$ cat config.mk
export PLATFORM = sky130hd
export DESIGN_NAME = approx_err_monitor
export DESIGN_NICKNAME = d
export VERILOG_FILES = /design/src/rtl/approx_err_monitor.sv
export SDC_FILE = /design/constraint.sdc
export NUM_CORES = 1
export LEC_CHECK = 0
export CAP_MARGIN = 20
export CORE_MARGIN = 2
export CORE_UTILIZATION = 40
export DETAILED_ROUTE_END_ITERATION = 10
export PLACE_DENSITY = 0.58
export SLEW_MARGIN = 5
export SYNTH_ARGS = -nofsm -noshare
export SYNTH_HDL_FRONTEND = slang
export SYNTH_SLANG_ARGS = --single-unit
$ cat constraint.sdc
create_clock -name clk -period 2.75 [get_ports clk]
set_input_delay 0.55 -clock clk [delete_from_list [all_inputs] [get_ports clk]]
set_output_delay 0.55 -clock clk [all_outputs]
set_load 0.02 [all_outputs]
$ cat src/rtl/approx_err_monitor.sv
// rtl/approx_err_monitor.sv - windowed error statistics for approximate adders (AEM_BIAS_EN adds bias_sum)
module approx_err_monitor #(
    parameter int N      = 8,
    parameter int WINDOW = 16,
    parameter int CW     = $clog2(WINDOW + 1),
    parameter int SW     = N + 1 + $clog2(WINDOW)
) (
    input  logic                 clk,
    input  logic                 rst_n,
    input  logic                 start,
    input  logic                 in_valid,
    output logic                 in_ready,
    input  logic [N-1:0]         a,
    input  logic [N-1:0]         b,
    input  logic [N-1:0]         approx_sum,
    input  logic                 approx_fn,
    output logic                 busy,
    output logic                 res_valid,
    input  logic                 res_ready,
    output logic [CW-1:0]        err_count,
    output logic [N:0]           max_ed,
`ifdef AEM_BIAS_EN
    output logic [SW-1:0]        sum_ed,
    output logic signed [SW:0]   bias_sum
`else
    output logic [SW-1:0]        sum_ed
`endif
);

    typedef enum logic [1:0] {
        IDLE   = 2'd0,
        ACCUM  = 2'd1,
        DRAIN  = 2'd2,
        REPORT = 2'd3
    } state_t;

    localparam logic [CW-1:0] LAST = CW'(WINDOW - 1);

    state_t        state;
    logic [CW-1:0] cnt;
    logic [N:0]    exact;
    logic [N:0]    approx;
    logic [N:0]    ed;
    logic          accept;
    logic          clr;
    logic [N:0]    ed_q;
    logic          v1;

    assign exact  = {1'b0, a} + {1'b0, b};
    assign approx = {approx_fn, approx_sum};
    // Compare before subtracting so the distance never wraps.
    assign ed     = (exact >= approx) ? (exact - approx) : (approx - exact);
    assign accept = in_valid && in_ready;
    // A window opens from IDLE, or straight from REPORT when the record is taken.
    assign clr    = start && ((state == IDLE) || ((state == REPORT) && res_ready));

    // Window control FSM with registered handshake/status outputs.
    always_ff @(posedge clk or negedge rst_n) begin
        if (!rst_n) begin
            state     <= IDLE;
            cnt       <= '0;
            in_ready  <= 1'b0;
            busy      <= 1'b0;
            res_valid <= 1'b0;
        end else begin
            case (state)
                IDLE: begin
                    if (start) begin
                        state    <= ACCUM;
                        cnt      <= '0;
                        in_ready <= 1'b1;
                        busy     <= 1'b1;
                    end
                end
                ACCUM: begin
                    if (accept) begin
                        cnt <= cnt + CW'(1);
                        if (cnt == LAST) begin
                            state    <= DRAIN;
                            in_ready <= 1'b0;
                        end
                    end
                end
                DRAIN: begin
                    state     <= REPORT;
                    busy      <= 1'b0;
                    res_valid <= 1'b1;
                end
                REPORT: begin
                    if (res_ready) begin
                        res_valid <= 1'b0;
                        if (start) begin
                            state    <= ACCUM;
                            cnt      <= '0;
                            in_ready <= 1'b1;
                            busy     <= 1'b1;
                        end else begin
                            state <= IDLE;
                        end
                    end
                end
                default: begin
                    state     <= IDLE;
                    cnt       <= '0;
                    in_ready  <= 1'b0;
                    busy      <= 1'b0;
                    res_valid <= 1'b0;
                end
            endcase
        end
    end

    // Stage 1: capture the error distance of each accepted sample.
    always_ff @(posedge clk or negedge rst_n) begin
        if (!rst_n) begin
            ed_q <= '0;
            v1   <= 1'b0;
        end else begin
            v1 <= accept;
            if (accept) begin
                ed_q <= ed;
            end
        end
    end

    // Stage 2: fold the captured distance into the window statistics.
    always_ff @(posedge clk or negedge rst_n) begin
        if (!rst_n) begin
            err_count <= '0;
            max_ed    <= '0;
            sum_ed    <= '0;
        end else if (clr) begin
            err_count <= '0;
            max_ed    <= '0;
            sum_ed    <= '0;
        end else if (v1) begin
            sum_ed    <= sum_ed + SW'(ed_q);
            err_count <= err_count + CW'(|ed_q);
            if (ed_q > max_ed) begin
                max_ed <= ed_q;
            end
        end
    end

`ifdef AEM_BIAS_EN
    logic signed [N+1:0] diff;
    logic signed [N+1:0] diff_q;

    assign diff = $signed({1'b0, approx}) - $signed({1'b0, exact});

    // Stage 1 of the bias path: signed (approx - exact) per accepted sample.
    always_ff @(posedge clk or negedge rst_n) begin
        if (!rst_n) begin
            diff_q <= '0;
        end else if (accept) begin
            diff_q <= diff;
        end
    end

    // Stage 2 of the bias path: cleared and held exactly like sum_ed.
    always_ff @(posedge clk or negedge rst_n) begin
        if (!rst_n) begin
            bias_sum <= '0;
        end else if (clr) begin
            bias_sum <= '0;
        end else if (v1) begin
            bias_sum <= bias_sum + {{(SW-N-1){diff_q[N+1]}}, diff_q};
        end
    end
`endif

endmodule

---- Word level (Yosys, flattened, before mapping) ----
Index checks and enable logic that the tools add are counted.
cells by class
  magnitude comparators ................... 2
  $add $sub $neg .......................... 6
  mux-type cells .......................... 28
  eq/ne operators ......................... 8
  reduce and logical (&&, ||, !) cells .... 17
operator list
  cell                                                              count
  9-bit two-way mux                                                 4
  13-bit two-way mux                                                2
  5-bit two-way mux                                                 5
  9-bit subtractor                                                  2
  5-bit case mux with 3 select lines                                1
  13-bit by 9-bit adder with 13-bit output                          1
  8-bit by 8-bit adder with 9-bit output                            1
  9-bit >= comparator                                               1
  9-bit greater-than comparator                                     1
  9-bit OR reduction                                                1
  1-bit two-way mux                                                 8
  2-bit two-way mux                                                 4
  2-bit != test (second input constant)                             4
  2-bit case mux with 4 select lines                                1
  4-bit AND reduction                                               2
  1-bit case mux with 3 select lines                                2
  2-bit AND reduction                                               3
  2-bit nonzero test                                                3
  3-bit nonzero test                                                2
  5-bit by 1-bit adder with 5-bit output                            1
  5-bit by 1-bit adder with 5-bit output (second input constant)    1
  5-bit by 4-bit == test with 1-bit output (second input constant)  1
  2-bit == test (second input constant)                             2
  1-bit logical AND                                                 3
  other kinds (5)                                                   5
word-level totals
  word-level logic and storage cells ...... 71
  flip-flop bits (word level) ............. 47
  input bits .............................. 30
  output and inout port bits .............. 30

---- Depth between registers and ports, before layout ----
Gate-level depths: netlist of the first run.
  word-level depth ........................ 6
  mapped depth ............................ 15
  depth with buffers taken out ............ 15

---- Least setup slack after synthesis of the first run ----
OpenSTA, ideal clock, no wires.
  path type ............................... input port to flip-flop
  start ................................... input port a[0]
  end ..................................... register ed_q[5]
  slack ................................... -0.838 ns
  library setup time ...................... 0.082 ns
  buffers on the path ..................... 0
  stages .................................. 14
  required time ........................... 2.668 ns
  arrival ................................. 3.506 ns
  cell sequence ........................... ha_1 -> fa_1 -> a21o_1 -> a21oi_1 -> o21bai_1 -> a21oi_1 -> xnor2_1 -> ha_1 -> a21o_1 -> nor3_2 -> a211oi_4 -> or3_1 -> a21o_1 -> a31oi_1
on the way
  longest elaborated chain between the ends .. 3
  elaborated cells on any way between the ends .. 5
  those cells by class .................... add/sub: 3; order compare: 1; mux: 1
ends and longest elaborated chain
  what                                                            RTL line  source
  start, declared                                                 13        input logic [N-1:0] a,
  8-bit by 8-bit adder with 9-bit output (*)                      49        assign exact = {1'b0, a} + {1'b0, b};
  9-bit subtractor / 9-bit >= comparator (equally long branches)  52        assign ed = (exact >= approx) ? (exact - approx) : (approx - exact);
  9-bit two-way mux (*)                                           52
  end signal, assigned                                            116       ed_q <= '0;
  end signal, assigned                                            121       ed_q <= ed;
  end, declared                                                   46        logic [N:0] ed_q;
Mark *: on every way between the ends. The rest lies on a longest branch, timed or not.
A chain may end at the register's enable or synchronous reset.

---- Worst setup path after layout of the first run ----
  start ................................... input port b[0]
  end ..................................... register ed_q[2]
on the way
  longest elaborated chain between the ends .. 3
  elaborated cells on any way between the ends .. 5
  those cells by class .................... add/sub: 3; order compare: 1; mux: 1
ends and longest elaborated chain
  what                                                            RTL line  source
  start, declared                                                 14        input logic [N-1:0] b,
  8-bit by 8-bit adder with 9-bit output (*)                      49
  9-bit subtractor / 9-bit >= comparator (equally long branches)  52
  9-bit two-way mux (*)                                           52
Marks and branches as above.

==> out/metrics.cfg, run 1 <==
[sta]
fmax_ghz = 0.303
finalClockSkew_ns = 0.0128
setup_slack_ns = -0.548
setup_tns_ns = -3.83
slew_headroom_pct = 60.1
period_share_pct = 120
hold_viol = 0
period_needed_ns = 3.30
drv_slew = 0
rsz0062_at_grt = yes
whs_ns = 0.329
worst_pin_slew_ns = 0.598
setup_viol = 8

[setup_path]
cpMaxStageDelayCell = a211o_4
crit_chain = buf_6, ha_4, fa_2, a21o_1, a21oi_2, o21bai_1, a21oi_2, xnor2_2, ha_1, a21o_1, nor3_4, buf_4, a211o_4, and3_4, o21a_1, o31ai_1
start_kind = primary input
crit_required_ns = 2.95
cp_slowest_stage_delay_ns = 0.36
arrival_ns = 3.50
endpoint_kind = register
r2r_slack_ns = 0.37
critPathMaxFanout = 6
critPathKind = in2reg

[die]
io_pins = 60
num_rows = 35
core_sq_mm = 0.00920
start_util_pct = 41.0
dieWidth_microns = 101
dieArea_sq_mm = 0.0102
fp.dieH_microns = 101

[clock_tree]
cts-root-buf = clkbuf_8
clock_latency_ns = 0.30
cts_made_buffers = 5
clk_path_buf_depth = 2
tritoncts = done
clock-sinks = 47
cts-hold-fix-buffers = 0
clk_pin_slew_ns = 0.09
cts-htree-levels = 2

[grt]
grt_max_degree = 48
antenna_found_initial = 0
overflow = 0
grt_pass1_wl_microns = 14200
grt_pass1_vias = 3278
gr-usage-all-layers_pct = 16.9

[power]
ir_worst_vdd_uv = 317
power.share.sequential_pct = 26.9
clkPwrFrac_pct = 9.5
comb_power_share_pct = 63.6
p_sw_share_pct = 44.1
powerDensity_mw_per_mm2 = 911
internal_power_mw = 2.64
switchingPower_mw = 2.09
p_leak_nw = 2.48

[cells_and_area]
nets = 634
seqCellArea_sq_mm = 0.00118
drive_gt1_share_pct = 18.6
instances_no_fill = 659
multi_input_comb_area_sq_mm = 0.00251
diodes = 0
post-route-cell-area_sq_mm = 0.00519
area_delta_synth_final_pct = 37.7
final_util_pct = 56.4
fillers = 861

[routing]
routed_wl_microns = 8260
route.detailed.drc = 0
vias = 3347
vias_per_cell = 5.08
drtIter0Drc = 99
drtPass1Iterations = 4
wl_per_cell_microns = 12.5
ant_nets = 0

[synthesis]
ys_async_sr_fraction_pct = 100
avgSynthCellArea_sq_um = 8.86
syn_nets = 512
synth.most_common_cell = ha_1
synth_edf_count = 0
synth_top_area_share_pct = 31.2
yosysWarnings = 0
syn_inst = 425
yosysSeqAreaShare_pct = 31.2
ys.flop_type = dfrtp_1
synthTopCellsByArea = dfrtp_1, ha_1, mux2i_1
ys_types = 46
synth_top_area_cell = dfrtp_1
netlist_area_sq_mm = 0.00377
ys_ff_latch = 47
synth_common_cells = ha_1, dfrtp_1, inv_1, nor2_1, a21oi_1

[placed_design]
dp_hpwl_microns = 6640
finalWeightedCongestion = 0.803
io_buffer_count = 59
dp.cells = 638
place_area_sq_mm = 0.00490

[flow_run]
max_cap_violations = 0

[min_path]
hp-class = in2async

[outcome]
status = finished with violations
violations = negative setup slack

worst max-delay path, delay by kind of cell:
family	cells	cell delay, ns
compound gates	8	1.55
xor+xnor	1	0.09
fa+ha+maj	3	0.81
buf+inv	2	0.24
simple gates	2	0.26
final cells by class:
class                   instances  area share [%]
multi-input cells             325            48.5
clock inverters                 2           0.314
clock buffers                   6            1.59
inverters                      43            3.11
well taps                     111            2.68
flip-flops and latches         47            22.7
repair buffers                125            21.2
per-stage QoR:
| stage | power, mW | worst slack, ns |
|---|---|---|
| after floorplan | 3.20 | -0.752 |
| after global placement | 4.15 | -1.36 |
| after detailed placement | 4.23 | -1.39 |
| after CTS | 4.76 | -0.582 |
| after global routing | 5.18 | -0.665 |
| final | 4.73 | -0.548 |
metal layers:
metal	vias up	part of all wire [%]	global-route usage [%]	wire, microns
li1	1747	-	-	-
met1	1540	47	20.3	3850
met2	52	49	31.5	4060
met3	8	2.9	2.29	240
met4	0	1.3	4.47	104
met5	-	0	0	0
registers in the layout (all words and copies together) (netlist names):
register / count
busy: 1
cnt: 5
ed_q: 9
err_count: 5
in_ready: 1
max_ed: 9
res_valid: 1
state: 2
sum_ed: 13
v1: 1
what timing repair did:
action / 4_1_cts / 5_1_grt
cloned: 0 / 0
pin swaps: 29 / 7
gates resized for setup: 42 / 5
endpoints found under the setup margin: 8 / 8
setup buffers: 11 / 2
cells in the final DEF (no fill, tap or decap), drive strengths merged, types with 4 or more instances in the layout:
| cell type | instances |
|---|---|
| buf | 71 |
| ha | 53 |
| clkdlybuf4s50 | 50 |
| dfrtp | 47 |
| inv | 43 |
| nor2 | 41 |
| a21oi | 29 |
| nand2 | 26 |
| o21ai | 25 |
| mux2i | 20 |
| a21o | 20 |
| nand3 | 11 |
| xor2 | 9 |
| xnor2 | 8 |
| nor3 | 8 |
| nand4 | 7 |
| or3 | 7 |
| a31oi | 7 |
| o21a | 6 |
| clkbuf | 6 |
| nor2b | 5 |
| a211oi | 4 |
| o31ai | 4 |
| fa | 4 |
path summary, 6_finish.rpt:
path / start / cells past startpoint / to
setup / recovery: b[0] / 16 / ed_q[2]
hold / removal: rst_n / 2 / sum_ed[12]
setup reg to reg: ed_q[0] / 8 / sum_ed[12]
hold reg to reg: cnt[3] / 1 / cnt[3]
max in group asynchronous: rst_n / 2 / ed_q[2]
min in group clk: cnt[3] / 1 / cnt[3]
cells by family (layout without fill, tap and decap cells):
| logic type | count (synthesis) | count (layout) | share of synthesized area (%) |
|---|---|---|---|
| AO/OA/AOI/OAI | 112 | 112 | 19.4 |
| buffers and inverters | 53 | 176 | 5.45 |
| AND/OR/NAND/NOR | 119 | 119 | 15.0 |
| adder cells (fa/ha/maj) | 57 | 57 | 19.7 |
| flip-flops | 47 | 47 | 31.2 |
| multiplexers | 20 | 20 | 5.31 |
| XOR/XNOR | 17 | 17 | 3.95 |
power by group through the flow:
stage               registers (mW)  logic (mW)  clock network [mW]
floorplan                     1.40        1.80                   0
global placement              1.28        2.87                   0
detailed placement            1.29        2.93                   0
CTS                           1.28        3.01               0.466
global route                  1.32        3.37               0.492
finish                        1.27        3.01               0.447
Power figures use the tool's default switching activity.
==> inputs of run 2 (changes only) <==
REMOVE_ABC_BUFFERS = 1   (was default)
clock period = 3.8 ns   (was 2.75 ns; I/O delays follow)
==> run 2 against run 1 <==
- cell count shrank 3.0%
- highest routed layer unchanged
- combinational power is 28% lower
- the flow now finishes without violations
- critical path depth is 3 lower
- critical endpoint is now ed_q[7]
- routed wire length up 1.6%
- non-clock buffer count fell by 20
- sequential power shrank 28%
- hold slack improved by 0.099 ns
- first-iteration DRC count shrank 3.0%
- setup slack improved by 0.70 ns
- core utilization fell by 1.6 points
- critical path type unchanged
==> out/metrics.cfg, run 2 (synthesis gave the netlist of run 1 again) <==
[outcome]
status = finished clean

[die]
dieArea_sq_mm = 0.0102
fp.dieH_microns = 101
dieWidth_microns = 101
io_pins = 60
start_util_pct = 41.0
num_rows = 35
core_sq_mm = 0.00920

[sta]
period_share_pct = 96.0
rsz0062_at_grt = no
hold_viol = 0
period_needed_ns = 3.65
drv_slew = 0
fmax_ghz = 0.274
worst_pin_slew_ns = 0.592
finalClockSkew_ns = 0.00634
setup_viol = 0
slew_headroom_pct = 60.5

[routing]
routed_wl_microns = 8400
vias = 3332
wl_per_cell_microns = 13.1
route.detailed.drc = 0
drtPass1Iterations = 4
ant_nets = 0
vias_per_cell = 5.21
drtIter0Drc = 96

[cells_and_area]
multi_input_comb_area_sq_mm = 0.00250
instances_no_fill = 639
layout_commonest_cell = clkdlybuf4s50_1
regMostFlops = sum_ed
nets = 614
diodes = 0
most-common-layout-cells = clkdlybuf4s50_1, ha_1, dfrtp_1, buf_4, inv_1
drive_gt1_share_pct = 14.8
seqCellArea_sq_mm = 0.00118
top_regs = sum_ed x13, ed_q x9, max_ed x9
fillers = 885
area_delta_synth_final_pct = 33.8
largest_reg_flops = 13

[power]
powerDensity_mw_per_mm2 = 696
finalPower_mw = 3.51
p_leak_nw = 2.40
ir_worst_vdd_uv = 242

[min_path]
hp-class = in2async

[clock_tree]
cts-htree-levels = 2
clk_pin_slew_ns = 0.09
cts-root-buf = clkbuf_8
clk_path_buf_depth = 2
cts_made_buffers = 5
tritoncts = done
clock-sinks = 47
clock_latency_ns = 0.30

[placed_design]
dp_hpwl_microns = 6630
dp.cells = 620
io_buffer_count = 59
finalWeightedCongestion = 0.812

[setup_path]
start_kind = primary input
critPathKind = in2reg
critPathMaxFanout = 7
r2r_start = ed_q[0]
cp_slowest_stage_delay_ns = 0.51
endpoint_kind = register
crit_required_ns = 4.03
cp_top_family = compound AO/OA/AOI/OAI gates
cpMaxStageDelayCell = clkdlybuf4s50_1
reg2reg_to = sum_ed[12]
r2r_cells = 8
r2r_slack_ns = 1.33
cp.buffers_inverters = 2
arrival_ns = 3.88
crit_chain = clkdlybuf4s50_1, ha_4, nor2b_4, o21a_1, o41a_1, xor2_1, ha_1, nand2_1, a211oi_4, buf_4, nor4_2, or3_1, a31oi_1

[grt]
antenna_found_initial = 0
grt_pass1_vias = 3244
gr-usage-all-layers_pct = 17.4
grt_pass1_wl_microns = 14500
grt_max_degree = 28
overflow = 0

[flow_run]
max_cap_violations = 0

## run 2: worst max path at each step
stage	start	to	cells after the start
2_1_floorplan	a[0]	ed_q[5]	14
3_3_place_gp	a[0]	ed_q[5]	15
3_5_place_dp	a[0]	ed_q[5]	15
4_1_cts	a[1]	ed_q[3]	15
5_1_grt	b[1]	ed_q[2]	16
6_report	b[3]	ed_q[7]	13
## run 2: metal layers
| metal | GRT usage [%] | part of all wire (%) | vias to the layer above |
|---|---|---|---|
| met1 | 21.5 | 47 | 1558 |
| met3 | 2.70 | 3.3 | 5 |
| met4 | 3.43 | 0.85 | 0 |
| li1 | - | - | 1708 |
| met2 | 31.9 | 49 | 61 |
| met5 | 0 | 0 | - |
## run 2: repair_timing
| action | in CTS | in global routing |
|---|---|---|
| setup endpoints to repair | 8 | 8 |
| hold buffers | 0 | 0 |
| setup buffers | 7 | 4 |
| pin swaps | 21 | 23 |
| resized for setup | 14 | 22 |
## run 2: layout make-up
type / count / share of cell area, %
clock buffers: 5 / 1.36
inverters: 43 / 3.20
well taps: 111 / 2.75
multi-input cells: 325 / 49.6
clock inverters: 3 / 1.34
flip-flops and latches: 47 / 23.3
repair buffers: 105 / 18.4
## run 2: power breakdown
part	total [mW]	switching (mW)	leakage (nW)	internal, mW
Combinational	2.16	1.12	1.74	1.03
Sequential	0.911	0.214	0.596	0.697
Clock	0.441	0.179	0.0644	0.262
## run 2: stage by stage
stage | worst slack, ns | utilization, % | area [sq um] | hold slack [ns] | TNS [ns]
floorplan | 0.00242 | - | 3720 | 0.444 | 0
global placement | -0.500 | 51.2 | 4710 | 0.472 | -3.69
detailed placement | -0.577 | 51.2 | 4710 | 0.469 | -4.19
CTS | 0.0170 | 53.7 | 4940 | 0.446 | 0
global route | 0.00773 | 54.8 | 5040 | 0.461 | 0
finish | 0.150 | 54.8 | 5040 | 0.428 | 0
## run 2: worst register-to-register path, stage by stage (launching register included)
cell and delay [ns]:
dfrtp_1 0.44, ha_1 0.23, fa_1 0.41, a21o_1 0.17, a21oi_1 0.27, o211ai_1 0.18, a41oi_1 0.41, o21ai_0 0.16
a21oi_1 0.13
